File: src/rtl/seven_seg_scanner_pkg.sv
`default_nettype none
// ============================================================================
//  Module      : seven_seg_pkg
//  Description : Shared types, glyph constants and anode helper for the
//                four-digit seven-segment scanner.
//  Revision    : 1.0  initial release
// ============================================================================
package seven_seg_pkg;

    typedef logic [6:0] seg_t;   // bit[6]=a ... bit[0]=g
    typedef logic [1:0] dsel_t;  // digit index, 3 = leftmost

    localparam seg_t SEG_BLANK = 7'h00;
    localparam seg_t SEG_ALL   = 7'h7F;

    localparam seg_t GLYPH_D   = 7'b0111101;
    localparam seg_t GLYPH_E   = 7'b1001111;
    localparam seg_t GLYPH_A   = 7'b1110111;

    localparam logic [3:0] AN_OFF  = 4'hF;
    localparam seg_t       SEG_OFF = 7'h7F;

    // Active-low anode pattern enabling only the selected digit.
    function automatic logic [3:0] an_select(input dsel_t sel);
        return ~(4'b0001 << sel);
    endfunction

endpackage
`default_nettype wire

File: src/rtl/seven_seg_scanner_if.sv
`default_nettype none
// ============================================================================
//  Module      : seven_seg_if
//  Description : Glyph input / display drive bundle between the game
//                controller (master) and the display scanner (slave).
//  Revision    : 1.0  initial release
// ============================================================================
interface seven_seg_if;
    import seven_seg_pkg::*;

    seg_t [3:0] digits;      // active-high glyphs, [3] leftmost
    logic       blink;       // blink request
    logic [3:0] an;          // active-low anode enables
    seg_t       seg;         // active-low cathodes
    logic       frame_tick;  // pulse when the snapshot loads

    modport master (
        output digits,
        output blink,
        input  an,
        input  seg,
        input  frame_tick
    );

    modport slave (
        input  digits,
        input  blink,
        output an,
        output seg,
        output frame_tick
    );

endinterface
`default_nettype wire

File: src/rtl/seven_seg_scanner_timer.sv
`default_nettype none
// ============================================================================
//  Module      : seg_scan_timer
//  Description : Slot timer for the scanner. Counts cycles within a digit
//                slot and steps the digit select 3->2->1->0->3 on each wrap.
//  Revision    : 1.0  initial release
// ============================================================================
module seg_scan_timer
    import seven_seg_pkg::*;
#(
    parameter int REFRESH_DIV = 100000,
    parameter int BLANK_CYC   = 8
) (
    input  wire logic clk,
    input  wire logic reset_n,
    output dsel_t     o_sel,
    output logic      o_slot_end,
    output logic      o_frame_end,
    output logic      o_in_blank
);

    localparam int CW = $clog2(REFRESH_DIV);

    logic [CW-1:0] r_cnt;
    dsel_t         r_sel;
    logic          w_slot_end;

    assign w_slot_end = (r_cnt == CW'(REFRESH_DIV - 1));

    // Slot counter and digit select; select decrements and wraps 0 -> 3.
    always_ff @(posedge clk or negedge reset_n) begin
        if (!reset_n) begin
            r_cnt <= '0;
            r_sel <= 2'd3;
        end else if (w_slot_end) begin
            r_cnt <= '0;
            r_sel <= r_sel - 2'd1;
        end else begin
            r_cnt <= r_cnt + 1'b1;
        end
    end

    // A zero-length blank window would make the compare constant-false.
    generate
        if (BLANK_CYC == 0) begin : g_no_blank
            assign o_in_blank = 1'b0;
        end else begin : g_blank
            assign o_in_blank = (r_cnt < CW'(BLANK_CYC));
        end
    endgenerate

    assign o_sel       = r_sel;
    assign o_slot_end  = w_slot_end;
    assign o_frame_end = w_slot_end & (r_sel == 2'd0);

endmodule
`default_nettype wire

File: src/rtl/seven_seg_scanner.sv
`default_nettype none
// ============================================================================
//  Module      : seven_seg_scanner
//  Description : Time-multiplexes four captured glyphs onto a common-anode
//                4-digit display with per-slot anti-ghost blanking.
//                Optional blinking is compiled in with SEVSEG_BLINK_EN.
//  Revision    : 1.0  initial release
// ============================================================================
module seven_seg_scanner
    import seven_seg_pkg::*;
#(
    parameter int REFRESH_DIV  = 100000,
    parameter int BLANK_CYC    = 8,
    parameter int BLINK_FRAMES = 64
) (
    input  wire logic  clk,
    input  wire logic  reset_n,
    seven_seg_if.slave bus
);

    dsel_t      w_sel;
    logic       w_slot_end;
    logic       w_frame_end;
    logic       w_in_blank;
    logic       w_blink_off;
    logic       w_off;

    seg_t [3:0] r_snap;
    logic [3:0] r_an;
    seg_t       r_seg;
    logic       r_frame_tick;

    seg_scan_timer #(
        .REFRESH_DIV (REFRESH_DIV),
        .BLANK_CYC   (BLANK_CYC)
    ) u_timer (
        .clk         (clk),
        .reset_n     (reset_n),
        .o_sel       (w_sel),
        .o_slot_end  (w_slot_end),
        .o_frame_end (w_frame_end),
        .o_in_blank  (w_in_blank)
    );

`ifdef SEVSEG_BLINK_EN
    localparam int BW = (BLINK_FRAMES > 1) ? $clog2(BLINK_FRAMES) : 1;
    localparam logic PHASE_ON  = 1'b0;
    localparam logic PHASE_OFF = 1'b1;

    logic [BW-1:0] r_bcnt;
    logic          r_phase;

    // Blink phase: counts frames while blink is requested, toggles every
    // BLINK_FRAMES frames; dropping blink snaps straight back to ON.
    always_ff @(posedge clk or negedge reset_n) begin
        if (!reset_n) begin
            r_bcnt  <= '0;
            r_phase <= PHASE_ON;
        end else if (!bus.blink) begin
            r_bcnt  <= '0;
            r_phase <= PHASE_ON;
        end else if (w_frame_end) begin
            if (r_bcnt == BW'(BLINK_FRAMES - 1)) begin
                r_bcnt  <= '0;
                r_phase <= ~r_phase;
            end else begin
                r_bcnt  <= r_bcnt + 1'b1;
            end
        end
    end

    // Gated with the live request so releasing blink restores the scan at once.
    assign w_blink_off = bus.blink & (r_phase == PHASE_OFF);
`else
    logic w_unused_blink;
    assign w_unused_blink = bus.blink;
    assign w_blink_off    = 1'b0;
`endif

    assign w_off = w_in_blank | w_blink_off;

    // Frame snapshot and registered display drive, one cycle behind (cnt, sel).
    always_ff @(posedge clk or negedge reset_n) begin
        if (!reset_n) begin
            r_snap       <= '0;
            r_an         <= AN_OFF;
            r_seg        <= SEG_OFF;
            r_frame_tick <= 1'b0;
        end else begin
            r_frame_tick <= w_frame_end;
            if (w_frame_end) begin
                r_snap <= bus.digits;
            end
            r_an  <= w_off ? AN_OFF : an_select(w_sel);
            r_seg <= ~r_snap[w_sel];
        end
    end

    assign bus.an         = r_an;
    assign bus.seg        = r_seg;
    assign bus.frame_tick = r_frame_tick;

endmodule
`default_nettype wire

File: src/flat_wrapper.sv
// flat-port wrapper written by rule: the top's interface ports become plain ports
module seven_seg_scanner_flat import seven_seg_pkg::*;
#(
    parameter int REFRESH_DIV  = 100000,
    parameter int BLANK_CYC    = 8,
    parameter int BLINK_FRAMES = 64
)
  (clk, reset_n, bus_digits, bus_blink, bus_an, bus_seg, bus_frame_tick);
  seven_seg_if bus_i ();
  input  wire logic clk;
  input  wire logic reset_n;
  input wire logic [$bits(bus_i.digits)-1:0] bus_digits;
  input wire logic [$bits(bus_i.blink)-1:0] bus_blink;
  output wire logic [$bits(bus_i.an)-1:0] bus_an;
  output wire logic [$bits(bus_i.seg)-1:0] bus_seg;
  output wire logic [$bits(bus_i.frame_tick)-1:0] bus_frame_tick;
  assign bus_i.digits = bus_digits;
  assign bus_i.blink = bus_blink;
  assign bus_an = bus_i.an;
  assign bus_seg = bus_i.seg;
  assign bus_frame_tick = bus_i.frame_tick;
  seven_seg_scanner #(.REFRESH_DIV(REFRESH_DIV), .BLANK_CYC(BLANK_CYC), .BLINK_FRAMES(BLINK_FRAMES)) u_core (.clk(clk), .reset_n(reset_n), .bus(bus_i));
endmodule
File: config.mk
export PLATFORM = sky130hd
export DESIGN_NAME = seven_seg_scanner_flat
export DESIGN_NICKNAME = d
export VERILOG_FILES = /design/src/rtl/seven_seg_scanner_pkg.sv /design/src/rtl/seven_seg_scanner_if.sv /design/src/rtl/seven_seg_scanner_timer.sv /design/src/rtl/seven_seg_scanner.sv /design/src/flat_wrapper.sv
export SDC_FILE = /design/constraint.sdc
export NUM_CORES = 1
export LEC_CHECK = 0
export CAP_MARGIN = 20
export CORE_UTILIZATION = 52
export CTS_CLUSTER_SIZE = 30
export DETAILED_ROUTE_END_ITERATION = 10
export PLACE_DENSITY = 0.89
export SLEW_MARGIN = 25
export SYNTH_ARGS = -nofsm -noshare
export SYNTH_HDL_FRONTEND = slang
export SYNTH_SLANG_ARGS = --single-unit
File: constraint.sdc
create_clock -name clk -period 2.5 [get_ports clk]
set_input_delay 0.5 -clock clk [delete_from_list [all_inputs] [get_ports clk]]
set_output_delay 0.5 -clock clk [all_outputs]
set_load 0.01 [all_outputs]
# Word level (Yosys, flattened, before mapping)
# Cells that the tools add are included.
[totals]
reg_bits = 59
word_cells = 23
[op_classes]
shifts = 1
n_reduce_logical = 1
n_eq_ne = 1
addsub = 2
n_bitwise = 3
muxes = 4
magnitude_cmp = 2
[op_table]
columns = ["op", "count"]
rows = [
  ["17-bit by 1-bit adder with 17-bit output (second input constant)", 1],
  ["17-bit == test (second input constant)", 1],
  ["17-bit by 4-bit less-than comparator with 1-bit output (second input constant)", 1],
  ["17-bit two-way mux", 1],
  ["7-bit binary-select mux with 2-bit select", 1],
  ["7-bit two-way mux", 1],
  ["7-bit NOT", 1],
  ["4-bit two-way mux", 1],
  ["4-bit NOT", 1],
  ["1-bit by 2-bit << shifter with 4-bit output (first input constant)", 1],
  ["2-bit by 3-bit less-than comparator with 1-bit output (second input constant)", 1],
  ["2-bit zero test", 1],
  ["2-bit by 1-bit subtractor with 2-bit output (second input constant)", 1],
  ["1-bit bitwise AND", 1],
]

# Longest topological paths before layout
# Gate-level depths: netlist of the first run.
[logic_depth]
ltp_word = 3
ltp_mapped = 7
ltp_nobuf = 5

# Modules after synthesis
# From an unflattened synthesis of the first run, not the netlist that was laid out.
[unflattened]
cells_unflattened = 179
area_unflattened_um2 = 2523.7
[modules_own_cells]
columns = ["module", "cells_each", "area_per_inst_um2", "n_inst"]
rows = [
  ["seven_seg_scanner", 92, 1585.3, 1],
  ["seg_scan_timer", 87, 938.4, 1],
]

# Least setup slack after synthesis of the first run
# Ideal clock, no wire load.
[synth_path]
kind = "register -> register"
from = "register u_core.u_timer.r_cnt[11]"
to = "register u_core.r_snap[12] (netlist name)"
t_required_ns = 2.375
path_slack_ns = 0.284
synth_period_minus_slack_ns = 2.216
stages_incl_launch_ff = 7
arrival_time_ns = 2.090
path_buffers = 2
setup_ns = 0.125
path_cell_list = "dfrtp_1 > or4_4 > nor4_4 > nand2_2 > buf_6 > buf_6 > mux2_4"
[synth_via]
elab_chain_len = 2
[synth_rtl]
columns = ["item", "line_no", "text"]
rows = [
  ["from (decl)", "seven_seg_scanner_timer.sv:24", "logic [CW-1:0] r_cnt;"],
  ["from (signal assigned)", "seven_seg_scanner_timer.sv:39", "r_cnt <= r_cnt + 1'b1;"],
  ["17-bit == test", "seven_seg_scanner_timer.sv:28", "assign w_slot_end = (r_cnt == CW'(REFRESH_DIV - 1));"],
  ["1-bit bitwise AND", "seven_seg_scanner_timer.sv:54", "assign o_frame_end = w_slot_end & (r_sel == 2'd0);"],
  ["to (signal assigned)", "seven_seg_scanner.sv:92", "r_snap <= bus.digits;"],
  ["to (decl)", "seven_seg_scanner.sv:28", "seg_t [3:0] r_snap;"],
]
# No other way between the ends.
# A chain may end at the register's enable or synchronous reset.

# Worst setup path in the final report of the first run
[layout_path]
from = "register u_core.u_timer.r_cnt[11]"
to = "register u_core.u_timer.r_cnt[9]"
[layout_via]
elab_chain_len = 2
[layout_rtl]
columns = ["item", "line_no", "text"]
rows = [
  ["17-bit == test", "seven_seg_scanner_timer.sv:28", ""],
  ["17-bit two-way mux", "seven_seg_scanner_timer.sv:35", "end else if (w_slot_end) begin"],
]
# No other way between the ends.

==> results.cfg, run 1 <==
[status]
run_status = completed

[clock_network]
cts_inserted_buffers = 9
clock_sinks = 59
cts-resized-gates = 0
worst_setup_hold_path_clk_slew_ns = 0.06
clock_insertion_delay_worst_skew_ns = 0.35
cts_hold_buf = 0
htree_num_levels = 3
number_of_setup_buffers_added_after_cts = 0
root_buffer = clkbuf_8
tritoncts = done
cts_buffer_depth = 2

[routing]
detail_route.vias_per_cell = 5.14
drc_errors = 0
route.vias.total = 1582
total_met2_wirelength_after_detailed_routing_mm = 2.30
wl_met3_um = 198
postRouteWirelength_mm = 4.52
drt-initial-drc-count = 58
dr.max_layer_used = met4
detail_route.first_pass.iterations = 4
drt_antenna_net_count = 0
detail_route.wirelength.met1_mm = 1.97
detail_route.wl_per_cell_um = 14.7

[synth]
netlist.area_leader.share = 0.447
synth-edff-count = 0
synth.ff_latch_count = 59
synthesis.instances = 185
synth_flop_cell = dfrtp_1
async_reset_ff_frac = 1.00
yosysSeqAreaShare = 0.580
ys.warnings.count = 0
mappedNetlistNets = 221
synth_area_leaders = dfrtp_1 45%, dfstp_2 13%, mux2_2 8.3%, mux4_2 6.1%, mux2_4 5.2%
synth.lib_cells_used.distinct = 29
netlist_top_cells_count = 46 x dfrtp_1, 19 x mux2_2, 13 x dfstp_2, 13 x inv_1
synth_area_mm2 = 0.00257
synth_top_cell_by_area = dfrtp_1
syn-mean-instance-area_um2 = 13.9
most_common_cell_in_the_synthesized_netlist = dfrtp_1

[critical_path]
arrival_ns = 2.39
timing.critical_path.fanout_max = 5
rr_worst_depth = 4
timing.critical_path.to_type = flip-flop
crit_slowest_cell = or4_4
criticalPathCategory = flip-flop to flip-flop
critical_path.cell_chain = or4_4 > or4_1 > nor4_2 > nor2_1
start_kind = flip-flop
critical_path.max_stage_delay_ns = 0.58
required_ns = 2.71

[placement]
final_replace_weighted_congestion = 0.836
detailed_place_hpwl_mm = 3.15
dpl_cell_area_mm2 = 0.00308
port_buffers = 41
dp_slack_ns = 0.287

[timing]
finalCritPeriodShare = 0.875
worst_clock_skew_ns = 0.0125
rsz0062_at_grt = no
worst_setup_slack_final_ns = 0.313
achievable_frequency_ghz = 0.457
maxSlewHeadroom = 0.490
timing_max_transition_violations_final = 0
finalHoldViolations = 0
max_slew.worst_pin.slew_ns = 0.765
setup_viol = 0
hold_ws_ns = 0.231
totalNegativeSetupSlack_ns = 0
post-route-min-period_ns = 2.19

[pwr]
irDropWorstVdd_v = 0.000453
static-leakage-power_nw = 1.40
power.density_cell_area_mw_per_mm2 = 576

[floorplanning]
die_width_um = 72.4
dieArea_mm2 = 0.00524
core-area_mm2 = 0.00475
floorplan.io_pins = 43
core_rows = 25
die-height_um = 72.4
initial_utilization = 0.542

[min_path]
timing.hold.worst.class = input pin to asynchronous set/reset pin

[global_routing]
grt-ovfl-total = 0
globalRouteTotalUtil = 0.198
grt_max_degree = 36
grt_first_pass_wirelength_mm = 7.41
first_global_vias = 1548
antenna_found_initial = 0

[layout]
area_delta_synth_final_pct = 26.1
antenna_cells = 0
final_nets = 272
finalInstanceArea_mm2 = 0.00325
layout-drive-gt1-share = 0.303

[run]
maxCapViolCount = 0
state kept, by name, summed over array words and instances, names as in the netlist:
name                   cells
u_core.r_snap             28
u_core.u_timer.r_cnt      17
u_core.bus.seg             7
u_core.bus.an              4
u_core.u_timer.o_sel       2
u_core.bus.frame_tick      1
per-stage QoR:
stage	total power, mW	std cells	util
floorplan	1.05	185	-
global placement	1.13	292	0.647
detailed placement	1.14	292	0.647
CTS	1.90	308	0.683
global route	1.95	308	0.683
finish	1.87	308	0.683
critical path, delay by kind of cell, from the launching register on:
| kind | cells | cell delay [ns] |
|---|---|---|
| and+or+nand+nor | 4 | 1.64 |
| DFF | 1 | 0.42 |
cell usage in the layout, fill, tap and decap left out:
master           instances
xor2_1                   4
nand3_1                  7
o21ai_0                  1
clkbuf_1                 1
nand2_2                  1
clkbuf_8                10
buf_12                   1
mux2_2                  19
mux4_2                   7
buf_2                    1
nor4_2                   1
or4_1                    2
ha_1                     5
clkinv_2                 3
a21oi_1                  1
buf_4                    4
dfstp_2                 13
or3_1                    3
inv_1                   13
or4_4                    1
clkdlybuf4s50_1         40
xnor2_1                 11
dfrtp_1                 46
nand4_1                  5
nor2_1                  11
nand2_1                 10
or4b_1                   1
nor4_4                   1
mux2i_1                  1
mux2_4                   9
nor2b_1                  1
nor4_1                   2
nor3_1                   3
clkinvlp_4               2
per-layer routing:
metal,global-route usage,up-vias
met5,0,-
li1,-,750
met4,0.109,0
met1,0.244,794
met2,0.309,34
met3,0.0653,4
power breakdown:
part / switching, mW / total, mW / internal [mW]
Sequential: 0.0143 / 1.00 / 0.989
Clock: 0.367 / 0.748 / 0.380
Combinational: 0.0387 / 0.118 / 0.0798
Total: 0.420 / 1.87 / 1.45
logic make-up after synthesis:
| logic type | count (synthesis) | synth area share |
|---|---|---|
| and+or+nand+nor | 49 | 0.106 |
| AOI/OAI and AO/OA | 2 | 0.00388 |
| xor gates and xnor gates | 15 | 0.0510 |
| muxes | 36 | 0.201 |
| buffers and inverters | 19 | 0.0340 |
| DFF | 59 | 0.580 |
| adders and majority gates | 5 | 0.0243 |
layout make-up:
class,count,area (um^2)
clock buffers,11,141
clock inverters,5,30.0
fillers,352,1510
inverters,13,48.8
multi-input cells,107,995
flip-flops and latches,59,1490
well taps,67,83.8
repair buffers,46,455
final timing paths:
kind                                           from  slack (ns)                 endpoint
setup reg to reg           u_core.u_timer.r_cnt[11]        0.31  u_core.u_timer.r_cnt[9]
max in group asynchronous                   reset_n        1.60        u_core.bus.seg[1]
hold / removal                              reset_n        0.23         u_core.r_snap[2]
min in group clk                   u_core.r_snap[1]        0.51         u_core.r_snap[1]
setup / recovery           u_core.u_timer.r_cnt[11]        0.31  u_core.u_timer.r_cnt[9]
hold reg to reg                    u_core.r_snap[1]        0.51         u_core.r_snap[1]
No activity file was read; power rests on OpenSTA's default activity.
==> run 2, diff against run 1 <==
--- a/config.mk
+++ b/config.mk
@@ -6,6 +6,7 @@
 export NUM_CORES = 1
 export LEC_CHECK = 0
 export CAP_MARGIN = 20
+export CORE_MARGIN = 2
 export CORE_UTILIZATION = 52
 export CTS_CLUSTER_SIZE = 30
 export DETAILED_ROUTE_END_ITERATION = 10
==> constraint.sdc (replaced) <==
create_clock -name clk -period 2.5 [get_ports clk]
set_input_delay 0.5 -clock clk [delete_from_list [all_inputs] [get_ports clk]]
set_output_delay 0.5 -clock clk [all_outputs]
set_load 0.005 [all_outputs]
==> run 2 against run 1 <==
  * Routed wire length up 3.3%
  * Critical endpoint is now u_core.u_timer.r_cnt[7]
  * Non-clock buffer count up 1
  * Combinational power about the same
  * Sequential power about the same
  * Clock power up 30%
==> results.cfg, run 2 (synthesis gave the netlist of run 1 again) <==
[status]
run_status = completed

[min_path]
timing.hold.worst.class = input pin to asynchronous set/reset pin

[pwr]
total_power_mw = 2.09
power.density_cell_area_mw_per_mm2 = 635
irDropWorstVdd_v = 0.000517
static-leakage-power_nw = 1.43

[global_routing]
first_global_vias = 1618
grt-ovfl-total = 0
grt_max_degree = 30
antenna_found_initial = 0
grt_first_pass_wirelength_mm = 7.62
globalRouteTotalUtil = 0.196

[layout]
area_delta_synth_final_pct = 28.1
largest_register_ffs = 28
largest_register = u_core.r_snap
final_nets = 273
layout.cells.most_common = dfrtp_1
layout-drive-gt1-share = 0.306
final_cell_mix = 46 x dfrtp_1, 40 x clkdlybuf4s50_1, 19 x mux2_2
antenna_cells = 0

[clock_network]
cts_buffer_depth = 2
cts_inserted_buffers = 9
htree_num_levels = 3
number_of_setup_buffers_added_after_cts = 0
clock_sinks = 59
root_buffer = clkbuf_8
tritoncts = done
cts_hold_buf = 0
clock_insertion_delay_worst_skew_ns = 0.34
worst_setup_hold_path_clk_slew_ns = 0.06
cts-resized-gates = 0

[critical_path]
arrival_ns = 2.37
timing.critical_path.to_type = flip-flop
start_kind = flip-flop
criticalPathCategory = flip-flop to flip-flop
path_buf_inv = 0
critical_path.max_stage_delay_ns = 0.58
crit_slowest_cell = or4_4
critical_path.cell_chain = or4_4 > or4_1 > nor4_2 > nor2_1
timing.critical_path.fanout_max = 5
required_ns = 2.70
timing.critical_path.max_delay_family = simple AND/OR/NAND/NOR gates

[floorplanning]
initial_utilization = 0.542
dieArea_mm2 = 0.00553
die-height_um = 74.4
core-area_mm2 = 0.00475
core_rows = 25
die_width_um = 74.4
floorplan.io_pins = 43

[timing]
max_slew.worst_pin.slew_ns = 0.501
finalHoldViolations = 0
post-route-min-period_ns = 2.18
maxSlewHeadroom = 0.663
rsz0062_at_grt = no
finalCritPeriodShare = 0.870
setup_viol = 0
achievable_frequency_ghz = 0.460
totalNegativeSetupSlack_ns = 0
worst_clock_skew_ns = 0.00903
timing_max_transition_violations_final = 0

[placement]
final_replace_weighted_congestion = 0.839
detailed_place_hpwl_mm = 3.23
port_buffers = 41

[routing]
detail_route.wl_per_cell_um = 15.1
route.vias.total = 1566
drt-initial-drc-count = 80
detail_route.vias_per_cell = 5.07
drc_errors = 0
detail_route.first_pass.iterations = 4
postRouteWirelength_mm = 4.67
drt_antenna_net_count = 0

[run]
maxCapViolCount = 0
## run 2: power by group
part / total [mW] / internal [mW] / switching [mW]
clock: 0.974 / 0.614 / 0.360
combinational: 0.116 / 0.0786 / 0.0369
sequential: 1.00 / 0.989 / 0.0147
## run 2: path summary, 6_finish.rpt
kind,from,to,slack [ns],depth (start not counted)
setup reg to reg,u_core.u_timer.r_cnt[11],u_core.u_timer.r_cnt[7],0.32,4
min in group clk,u_core.u_timer.r_cnt[14],u_core.u_timer.r_cnt[14],0.51,1
hold / removal,reset_n,u_core.r_snap[21],0.09,1
hold reg to reg,u_core.u_timer.r_cnt[14],u_core.u_timer.r_cnt[14],0.51,1
max in group asynchronous,reset_n,u_core.u_timer.o_sel[0],1.73,2
setup / recovery,u_core.u_timer.r_cnt[11],u_core.u_timer.r_cnt[7],0.32,4
## run 2: final cells by class
| class | count | area (um^2) |
|---|---|---|
| Clock inverter | 4 | 72.6 |
| Sequential cell | 59 | 1490 |
| Fill cell | 341 | 1460 |
| Multi-Input combinational cell | 107 | 995 |
| Tap cell | 67 | 83.8 |
| Inverter | 13 | 48.8 |
| Clock buffer | 12 | 155 |
| Timing Repair Buffer | 47 | 450 |
## run 2: stage by stage
stage               instances  setup slack, ns   util  hold slack (ns)  instance area, um^2
floorplan                 185            0.284      -            0.204                 2570
global placement          293            0.336  0.646            0.447                 3070
detailed placement        293            0.292  0.646            0.444                 3070
CTS                       309            0.294  0.694           0.0787                 3300
global route              309            0.122  0.694           0.0982                 3300
finish                    309            0.325  0.694           0.0869                 3300
## run 2: worst register-to-register path: stages (launching register included)
cell     delay, ns
dfrtp_1       0.42
or4_4         0.58
or4_1         0.44
nor4_2        0.50
nor2_1        0.10
## run 2: per-layer routing
metal,global-route usage,vias to the layer above,part of all wire
met4,0.127,0,0.028
met5,0,-,0
met1,0.240,767,0.42
met3,0.0474,11,0.032
li1,-,748,-
met2,0.310,40,0.51
